## src/rtl/sad_best_match.sv

```systemverilog
`timescale 1ns/1ps
// sad_best_match
// Runs the SAD engine once per candidate block and keeps the minimum SAD
// and the index that produced it. A per-candidate watchdog aborts the
// search if the engine never reports Done.
//
// Ports
//   Clk       in   rising-edge clock
//   Rst       in   asynchronous active-low reset
//   Start     in   begin a search (only honoured while idle)
//   Sad_Done  in   engine Done; its rising edge marks SAD_In valid
//   SAD_In    in   engine SAD result
//   Sad_Go    out  one-cycle launch pulse to the engine
//   Cand_Idx  out  candidate currently being evaluated
//   Best_SAD  out  minimum SAD found so far
//   Best_Idx  out  index of that minimum
//   Busy      out  high whenever the search is not idle
//   Done      out  one-cycle pulse when the search completes
//   Err       out  sticky watchdog-timeout flag, cleared by the next Start
module sad_best_match #(
  parameter int unsigned NUM_CAND = 4,
  parameter int unsigned IDX_W    = 2,
  parameter int unsigned SAD_W    = 32,
  parameter int unsigned TIMEOUT  = 1024
) (
  input  logic             Clk,
  input  logic             Rst,
  input  logic             Start,
  input  logic             Sad_Done,
  input  logic [SAD_W-1:0] SAD_In,
  output logic             Sad_Go,
  output logic [IDX_W-1:0] Cand_Idx,
  output logic [SAD_W-1:0] Best_SAD,
  output logic [IDX_W-1:0] Best_Idx,
  output logic             Busy,
  output logic             Done,
  output logic             Err
);

  localparam int unsigned WD_W = (TIMEOUT > 2) ? $clog2(TIMEOUT) : 1;

  typedef enum logic [2:0] {
    S_IDLE   = 3'd0,
    S_LAUNCH = 3'd1,
    S_WAIT   = 3'd2,
    S_UPDATE = 3'd3,
    S_FINISH = 3'd4
  } state_e;

  state_e           state_q, state_d;
  logic [IDX_W-1:0] cand_q, cand_d;
  logic [SAD_W-1:0] best_sad_q, best_sad_d;
  logic [IDX_W-1:0] best_idx_q, best_idx_d;
  logic [SAD_W-1:0] held_q, held_d;
  logic [WD_W-1:0]  wd_q, wd_d;
  logic             err_q, err_d;
  logic             sad_done_dly_q;
  logic             sad_go_q, sad_go_d;
  logic             busy_q, busy_d;
  logic             done_q, done_d;
  logic             accept_c;

  // Only a fresh rising edge of the engine Done is a valid result.
  assign accept_c = Sad_Done & ~sad_done_dly_q;

  // State register and datapath flops.
  always_ff @(posedge Clk or negedge Rst) begin
    if (!Rst) begin
      state_q        <= S_IDLE;
      cand_q         <= '0;
      best_sad_q     <= '0;
      best_idx_q     <= '0;
      held_q         <= '0;
      wd_q           <= '0;
      err_q          <= 1'b0;
      sad_done_dly_q <= 1'b0;
      sad_go_q       <= 1'b0;
      busy_q         <= 1'b0;
      done_q         <= 1'b0;
    end else begin
      state_q        <= state_d;
      cand_q         <= cand_d;
      best_sad_q     <= best_sad_d;
      best_idx_q     <= best_idx_d;
      held_q         <= held_d;
      wd_q           <= wd_d;
      err_q          <= err_d;
      sad_done_dly_q <= Sad_Done;
      sad_go_q       <= sad_go_d;
      busy_q         <= busy_d;
      done_q         <= done_d;
    end
  end

  // Next-state and next-output logic.
  always_comb begin
    state_d    = state_q;
    cand_d     = cand_q;
    best_sad_d = best_sad_q;
    best_idx_d = best_idx_q;
    held_d     = held_q;
    wd_d       = wd_q;
    err_d      = err_q;
    sad_go_d   = 1'b0;
    busy_d     = 1'b0;
    done_d     = 1'b0;

    unique case (state_q)
      S_IDLE: begin
        if (Start) begin
          cand_d  = '0;
          err_d   = 1'b0;
          state_d = S_LAUNCH;
        end
      end
      S_LAUNCH: begin
        wd_d    = '0;
        state_d = S_WAIT;
      end
      S_WAIT: begin
        if (accept_c) begin
          held_d  = SAD_In;
          state_d = S_UPDATE;
        end else if (wd_q == WD_W'(TIMEOUT - 1)) begin
          err_d   = 1'b1;
          state_d = S_FINISH;
        end else begin
          wd_d = wd_q + WD_W'(1);
        end
      end
      S_UPDATE: begin
        // Strict less-than so ties keep the earlier candidate.
        if ((cand_q == '0) || (held_q < best_sad_q)) begin
          best_sad_d = held_q;
          best_idx_d = cand_q;
        end
        if (cand_q == IDX_W'(NUM_CAND - 1)) begin
          state_d = S_FINISH;
        end else begin
          cand_d  = cand_q + IDX_W'(1);
          state_d = S_LAUNCH;
        end
      end
      S_FINISH: begin
        state_d = S_IDLE;
      end
      default: begin
        state_d = S_IDLE;
      end
    endcase

    // Outputs are decoded from the next state so they appear registered.
    sad_go_d = (state_d == S_LAUNCH);
    busy_d   = (state_d != S_IDLE);
    done_d   = (state_d == S_FINISH);
  end

  assign Sad_Go   = sad_go_q;
  assign Cand_Idx = cand_q;
  assign Best_SAD = best_sad_q;
  assign Best_Idx = best_idx_q;
  assign Busy     = busy_q;
  assign Done     = done_q;
  assign Err      = err_q;

endmodule

```

## config.mk

```make
export PLATFORM = sky130hd
export DESIGN_NAME = sad_best_match
export DESIGN_NICKNAME = d
export VERILOG_FILES = /design/src/rtl/sad_best_match.sv
export SDC_FILE = /design/constraint.sdc
export NUM_CORES = 1
export LEC_CHECK = 0
export CAP_MARGIN = 15
export CORE_ASPECT_RATIO = 1.25
export CORE_MARGIN = 4
export CORE_UTILIZATION = 48
export CTS_CLUSTER_SIZE = 20
export DETAILED_ROUTE_END_ITERATION = 7
export GPL_ROUTABILITY_DRIVEN = 0
export PLACE_DENSITY = 0.75
export SETUP_SLACK_MARGIN = 0.5
export SLEW_MARGIN = 10
export SYNTH_ARGS = -nofsm -noshare
export SYNTH_HDL_FRONTEND = slang
export SYNTH_SLANG_ARGS = --single-unit
```

## constraint.sdc

```tcl
create_clock -name Clk -period 2.4 [get_ports Clk]
set_input_delay 0.6 -clock Clk [delete_from_list [all_inputs] [get_ports Clk]]
set_output_delay 0.6 -clock Clk [all_outputs]
set_load 0.05 [all_outputs]
```

Word-level counts from Yosys, hierarchy flattened
Index checks and enable logic that the tools add are counted.
Widths: inputs -> output; s select.
- register bits: 86
- output and inout port bits: 40
- add/subtract/negate cells: 2
- $lt $le $gt $ge: 1
- eq/ne operators: 12
- mux-type cells: 15
- bitwise gates (word level): 2
- reduce and logical (&&, ||, !) cells: 12
- operators with widths (operator ; count):
    $lt 32x32->1 ; 1
    $mux 10 ; 2
    $pmux 10 s2 ; 1
    $mux 3 ; 4
    $pmux 3 s4 ; 1
    $add 10x1->10 const B ; 1
    $eq 10x10->1 const B ; 1
    $ne 2x2->1 const B ; 5
    $eq 3x1->1 const B ; 2
    $eq 3x2->1 const B ; 2
    $reduce_and 3->1 ; 2
    $reduce_bool 2->1 ; 3
    $mux 2 ; 2
    $pmux 2 s2 ; 1
    $reduce_and 2->1 ; 2
    $reduce_and 4->1 ; 1
    $eq 3x3->1 const B ; 1
    $logic_not 3->1 ; 1
    $mux 1 ; 3
    $reduce_bool 3->1 ; 1
    $add 2x1->2 const B ; 1
    $eq 2x2->1 const B ; 1
    $logic_not 2->1 ; 1
    $pmux 1 s2 ; 1
    3 further kinds ; 3

Logic depth before layout (Yosys ltp)
Gate-level depths: netlist of the first run.
- word-level depth: 5
- depth in mapped cells: 9

Worst setup path before layout of the first run
Ideal clock, no wire load.
- path type: flip-flop to flip-flop
- from: reg best_sad_q[13] (netlist: Best_SAD[13])
- to: reg best_sad_q[10] (netlist: Best_SAD[10])
- setup time: 125 ps
- arrival time: 2615 ps
- required time: 2275 ps
- path slack: -341 ps
- stages on the path, launching flop included: 10
- buffers on the path: 1
- period minus slack after synthesis: 2741 ps
- cell sequence: dfrtp_1 -> inv_1 -> ha_1 -> a211oi_1 -> nor2_1 -> a2111oi_0 -> o211ai_1 -> a22oi_4 -> buf_8 -> mux2_4
- cells in the longest elaborated chain, start to end: 3
- RTL lines (what ; RTL line ; RTL):
    start, declared ; 52 ; logic [SAD_W-1:0] best_sad_q, best_sad_d;
    start signal, assigned ; 83 ; best_sad_q <= best_sad_d;
    $lt 32x32->1 ; 133 ; if ((cand_q == '0) || (held_q < best_sad_q)) begin
    $logic_or 1x1->1 ; 133 ;
    $reduce_and 2->1 (no source line) ; n/a ;
No other way between the ends.
A chain may end at the register's enable or synchronous reset.

Worst setup path in the final report of the first run
- from: reg best_sad_q[23] (netlist: Best_SAD[23])
- to: reg best_sad_q[22] (netlist: Best_SAD[22])
The elaborated chain is that of the path after synthesis.

==> run metrics, run 1 <==
status=finished, violations left; failing checks=setup timing; Starting Density=49.40%; Worst path depth=9; Yosys top cell by area=dfrtp_1; cell row count=38; r2r setup slk=-0.11 ns; Multi-input gate area=2197 sq um; gr ovfl total=0; Post-Syn Instances=351; worst-path fanout max=8; Initial DRC Count=133; Main synth FF type=dfrtp_1; Fin Setup TNS=-2.641 ns; pin count of the biggest net entering global routing=45; most frequent cells in the layout=dfrtp_1, buf_4, mux2_4, clkdlybuf4s50_1, mux2_2; CP Cell Sequence=inv_2, ha_4, a21oi_1, o21ai_0, a221oi_1, o221ai_2, a22oi_4, clkbuf_16, mux2_4; Max transition margin=62.59%; final hold vios=0; fillcell total=639; Die X-Extent=92.87 um; nets=548; # port buffers=75; Crit path max-delay family=compound AO/OA/AOI/OAI gates; # DRC=0; synth-to-layout area growth=39.75%; root buffer cell=clkbuf_8; worst min path class=input port to asynchronous set/reset pin; EDFF count, synth=0; drt total wl=9440 um; I/O Pins=76; Die Y-Extent=114.1 um; CP peak stage delay=0.42 ns; Yosys reg bits=86; first element of the critical path=Best_SAD[23]$_DFFE_PN0P_; Syn Nets=421; Setup violations, final=34; placed inst area=5669 sq um; sequential area share after synthesis=49.80%; post-synthesis instance area=4322 sq um; WL/cell=15.66 um; worst ir drop on vdd=826.0 uV; CTS tree=yes; crit path DAT=2.78 ns; CTS buffer count=9; Setup WS post-layout=-0.1144 ns; Slew Viols, Final=0; Synthesis Warnings=0; CP bufs+invs=2; CTS clk-pin slew, worst paths=0.09 ns; clk_lat worst skew=0.37 ns; Die Area=10600 sq um; r2r endpoint=Best_SAD[22]$_DFFE_PN0P_; fraction of registers with async set/reset=100.0%; synth unique cells=40; syn avg cell area=12.31 sq um; layout cells sized above 1=47.62%; RSZ-0062 raised after global routing=true; antenna diode count=0; fmax=397.7 MHz; Clock Skew=0.01243 ns; initial antenna violation count=0; CP Class=flip-flop to flip-flop; FF-to-FF Start=Best_SAD[23]$_DFFE_PN0P_; clk sink count=86; ranking of synthesized cells by area=dfrtp_1, mux2_4, ha_1; Core ar.=8748 sq um; commonest non-fill, non-tap cell in the layout=dfrtp_1; CP endpoint kind=flip-flop; register area=2183 sq um; total track usage=18.60%; Critical Path RT=2.66 ns; DR vias=3093; power per standard cell area=1557 nW/um^2; Final Cell Area=6040 sq um; Worst-Margin Slew=0.5611 ns; Critical Path Sink=Best_SAD[22]$_DFFE_PN0P_; vias in the first global route=3322; max-cap check violation count=0; crit start category=flip-flop; Slowest cell on crit path=dfrtp_2; Register-to-Register Path Depth=9; Final Cycle Share=104.8%; final worst path period need=2.514 ns; Max H-tree Level=3; P_leak=2.747 nW; CTS Buffer Depth=2; Synth top area share=49.80%; HPWL Detailed=6639 um; Routed Antenna Nets=0; drt pass-1 iters=4; hold_buf cts=0; first-pass GRT wire length=15520 um; Vias/cell=5.129
==> where the power goes <==
| group | internal (mW) | switching, mW | total (mW) |
|---|---|---|---|
| Combinational | 2.86 | 2.93 | 5.79 |
| Sequential | 2.12 | 0.530 | 2.65 |
| Clock | 0.409 | 0.550 | 0.959 |
| Total | 5.39 | 4.01 | 9.40 |
==> registers in the layout (all words and copies together) (netlist names) <==
signal and flops:
Best_Idx 2, state_q 3, Cand_Idx 2, Busy 1, Done 1, Err 1
sad_done_dly_q 1, held_q 32, Best_SAD 32, wd_q 10, Sad_Go 1
==> synth_stat cells (all sizes together) (3+ instances only) <==
master / number
dfrtp: 86
mux2: 66
inv: 35
ha: 34
nand2: 20
a21oi: 15
nor2: 15
nor3: 10
o21ai: 10
nand3: 7
nand4: 7
buf: 5
clkbuf: 3
nand2b: 3
xnor2: 3
xor2: 3
==> cell type report <==
class                           count  share of cell area (%)
Clock inverter                      6                  0.7665
Multi-Input combinational cell    221                   36.38
Sequential cell                    86                   36.15
Inverter                           36                   2.258
Tap cell                          120                   2.486
Timing Repair Buffer              124                   19.68
Clock buffer                       10                   2.279
==> stage by stage <==
step / setup WS (ns) / hold WS, ns / cells / total power [mW] / util [%]
5_1_grt: -0.1898 / 0.2576 / 603 / 10.07 / 69.04
2_1_floorplan: -0.09778 / 0.3044 / 351 / 6.330 / -
4_1_cts: -0.07315 / 0.2326 / 601 / 9.191 / 67.89
6_report: -0.1144 / 0.2160 / 603 / 9.402 / 69.04
3_3_place_gp: -0.002276 / 0.5070 / 583 / 8.022 / 64.80
3_5_place_dp: -0.08775 / 0.5100 / 583 / 8.196 / 64.80
==> worst min-delay path by stage <==
stage,slack (ns),startpoint,endpoint
floorplan,0.30,Rst,Best_Idx[0]$_DFFE_PN0P_
global placement,0.51,wd_q[8]$_DFFE_PN0P_,wd_q[8]$_DFFE_PN0P_
detailed placement,0.51,wd_q[8]$_DFFE_PN0P_,wd_q[8]$_DFFE_PN0P_
CTS,0.23,Rst,held_q[28]$_DFFE_PN0P_
global route,0.26,Rst,held_q[29]$_DFFE_PN0P_
finish,0.22,Rst,held_q[29]$_DFFE_PN0P_
==> layer usage <==
layer,GRT usage [%],vias up,part of all wire [%]
met4,7.331,0,2.0
met2,31.86,64,50
met5,0,-,0
li1,-,1488,-
met3,3.748,17,4.6
met1,23.05,1524,43
==> cells by family after synthesis <==
group / count (synthesis) / share of synthesized area, %
flops: 86 / 49.80
xor+xnor: 6 / 1.216
simple gates: 75 / 8.599
buf+inv: 44 / 4.603
compound gates: 38 / 5.675
mux: 68 / 20.27
fa+ha+maj: 34 / 9.844
==> timing repair <==
| action | CTS | global route |
|---|---|---|
| setup buffers | 2 | 1 |
| endpoints found under the setup margin | 80 | 46 |
| pin swaps | 2 | 7 |
| gates cloned | 0 | 1 |
| resized for setup | 110 | 26 |
No activity file was read; power rests on OpenSTA's default activity.
==> run 2: changes to the inputs <==
--- a/config.mk
+++ b/config.mk
@@ -7,7 +7,6 @@
 export LEC_CHECK = 0
 export CAP_MARGIN = 15
 export CORE_ASPECT_RATIO = 1.25
-export CORE_MARGIN = 4
 export CORE_UTILIZATION = 48
 export CTS_CLUSTER_SIZE = 20
 export DETAILED_ROUTE_END_ITERATION = 7
==> run metrics, run 2 (synthesized netlist as in run 1, its figures left out) <==
pin count of the biggest net entering global routing=46; total track usage=21.74%; Final Cycle Share=109.4%; RSZ-0062 raised after global routing=true; r2r setup slk=-0.23 ns; vias in the first global route=3280; Starting Density=49.67%; Clock power frac=10.7%; CTS buffer count=9; final worst path period need=2.627 ns; CTS Buffer Depth=2; cell row count=38; initial antenna violation count=0; Die Y-Extent=108.1 um; status=finished, violations left; Int Pwr=5.802 mW; worst-path fanout max=5; crit path DAT=2.88 ns; power per standard cell area=1610 nW/um^2; Post-Layout Cell Count=615; drt total wl=10210 um; clk_lat worst skew=0.37 ns; sequential share of power=26.7%; Setup WS post-layout=-0.2265 ns; max-cap check violation count=0; CTS tree=yes; nets=561; Final Cell Area=6182 sq um; most frequent cells in the layout=dfrtp_1, buf_4, mux2_2; antenna diode count=0; Cells after DPL=586; synth-to-layout area growth=43.05%; Clock Skew=0.01334 ns; Routed Antenna Nets=0; CTS clk-pin slew, worst paths=0.08 ns; switching share of power=41.73%; Max transition margin=60.95%; Worst-Margin Slew=0.5858 ns; sw power=4.154 mW; layout cells sized above 1=49.09%; Max H-tree Level=3; worst ir drop on vdd=754.9 uV; Setup violations, final=34; placed inst area=5692 sq um; worst min path class=input port to asynchronous set/reset pin; drt pass-1 iters=4; commonest non-fill, non-tap cell in the layout=dfrtp_1; clk sink count=86; Fin Setup TNS=-6.774 ns; first-pass GRT wire length=15280 um; Slew Viols, Final=0; Critical Path RT=2.65 ns; crit start category=flip-flop; P_leak=2.830 nW; fmax=380.7 MHz; Die Area=9389 sq um; Core ar.=8701 sq um; HPWL Detailed=6713 um; Logic pwr share=62.6%; # port buffers=75; gr ovfl total=0; # DRC=0; Power Total=9.956 mW; WL/cell=16.60 um; DR vias=3198; I/O Pins=76; Die X-Extent=86.87 um; root buffer cell=clkbuf_8; Vias/cell=5.200; Initial DRC Count=171; CP endpoint kind=flip-flop; final hold vios=0; CP Class=flip-flop to flip-flop; dpl ws=-0.1137 ns; fillcell total=604; failing checks=setup timing
run 2: worst paths after layout:
kind	from	endpoint	cells after the start
max in group asynchronous	Rst	Best_SAD[8]$_DFFE_PN0P_	2
worst min-delay path	Rst	held_q[28]$_DFFE_PN0P_	1
worst min register to register	Best_Idx[0]$_DFFE_PN0P_	Best_Idx[0]$_DFFE_PN0P_	1
worst max register to register	held_q[31]$_DFFE_PN0P_	Best_SAD[5]$_DFFE_PN0P_	9
min in group Clk	Best_Idx[0]$_DFFE_PN0P_	Best_Idx[0]$_DFFE_PN0P_	1
worst max-delay path	held_q[31]$_DFFE_PN0P_	Best_SAD[5]$_DFFE_PN0P_	9
run 2: critical path, cell delays in order (launching register included):
cell and delay (ns):
dfrtp_1 0.43, ha_4 0.29, nand4_1 0.18, or4_4 0.48, or3_4 0.36, nand2_4 0.09, a22oi_4 0.07, buf_6 0.16
clkbuf_16 0.16, mux2_4 0.30
run 2: final cells by class:
type                            count  area (sq um)  share of cell area, %
Clock inverter                      1         30.03                 0.4857
Clock buffer                       14         172.7                  2.793
Sequential cell                    86          2183                  35.32
Inverter                           36         136.4                  2.206
Timing Repair Buffer              137          1313                  21.23
Multi-Input combinational cell    221          2197                  35.54
Tap cell                          120         150.1                  2.429
run 2: metal layers:
metal	vias to the layer above	track usage, %	wire [um]
met4	0	12.50	291
met2	89	36.67	5259
met5	-	0	0
met1	1579	25.86	4237
li1	1509	-	-
met3	21	3.969	419
run 2: stage by stage:
| step | hold slack [ns] | utilization [%] |
|---|---|---|
| 3_5_place_dp | 0.5044 | 65.42 |
| 2_1_floorplan | 0.3044 | - |
| 5_1_grt | 0.2683 | 71.05 |
| 3_3_place_gp | 0.4914 | 65.42 |
| 6_report | 0.2247 | 71.05 |
| 4_1_cts | 0.2381 | 68.42 |
run 2: repair_timing:
| item | CTS | global route |
|---|---|---|
| gates cloned | 0 | 3 |
| setup endpoints to repair | 89 | 49 |
| buffers inserted | 3 | 8 |
| hold buffers | 0 | 0 |
| pin swaps | 1 | 7 |
| resized for setup | 103 | 39 |
run 2: power by group through the flow:
stage          Clock (mW)  Sequential, mW  Combinational (mW)
3_3_place_gp            0            2.61                5.44
4_1_cts              1.09            2.63                5.60
3_5_place_dp            0            2.65                5.61
6_report             1.07            2.66                6.23
2_1_floorplan           0            3.68                2.65
5_1_grt              1.14            2.73                6.68
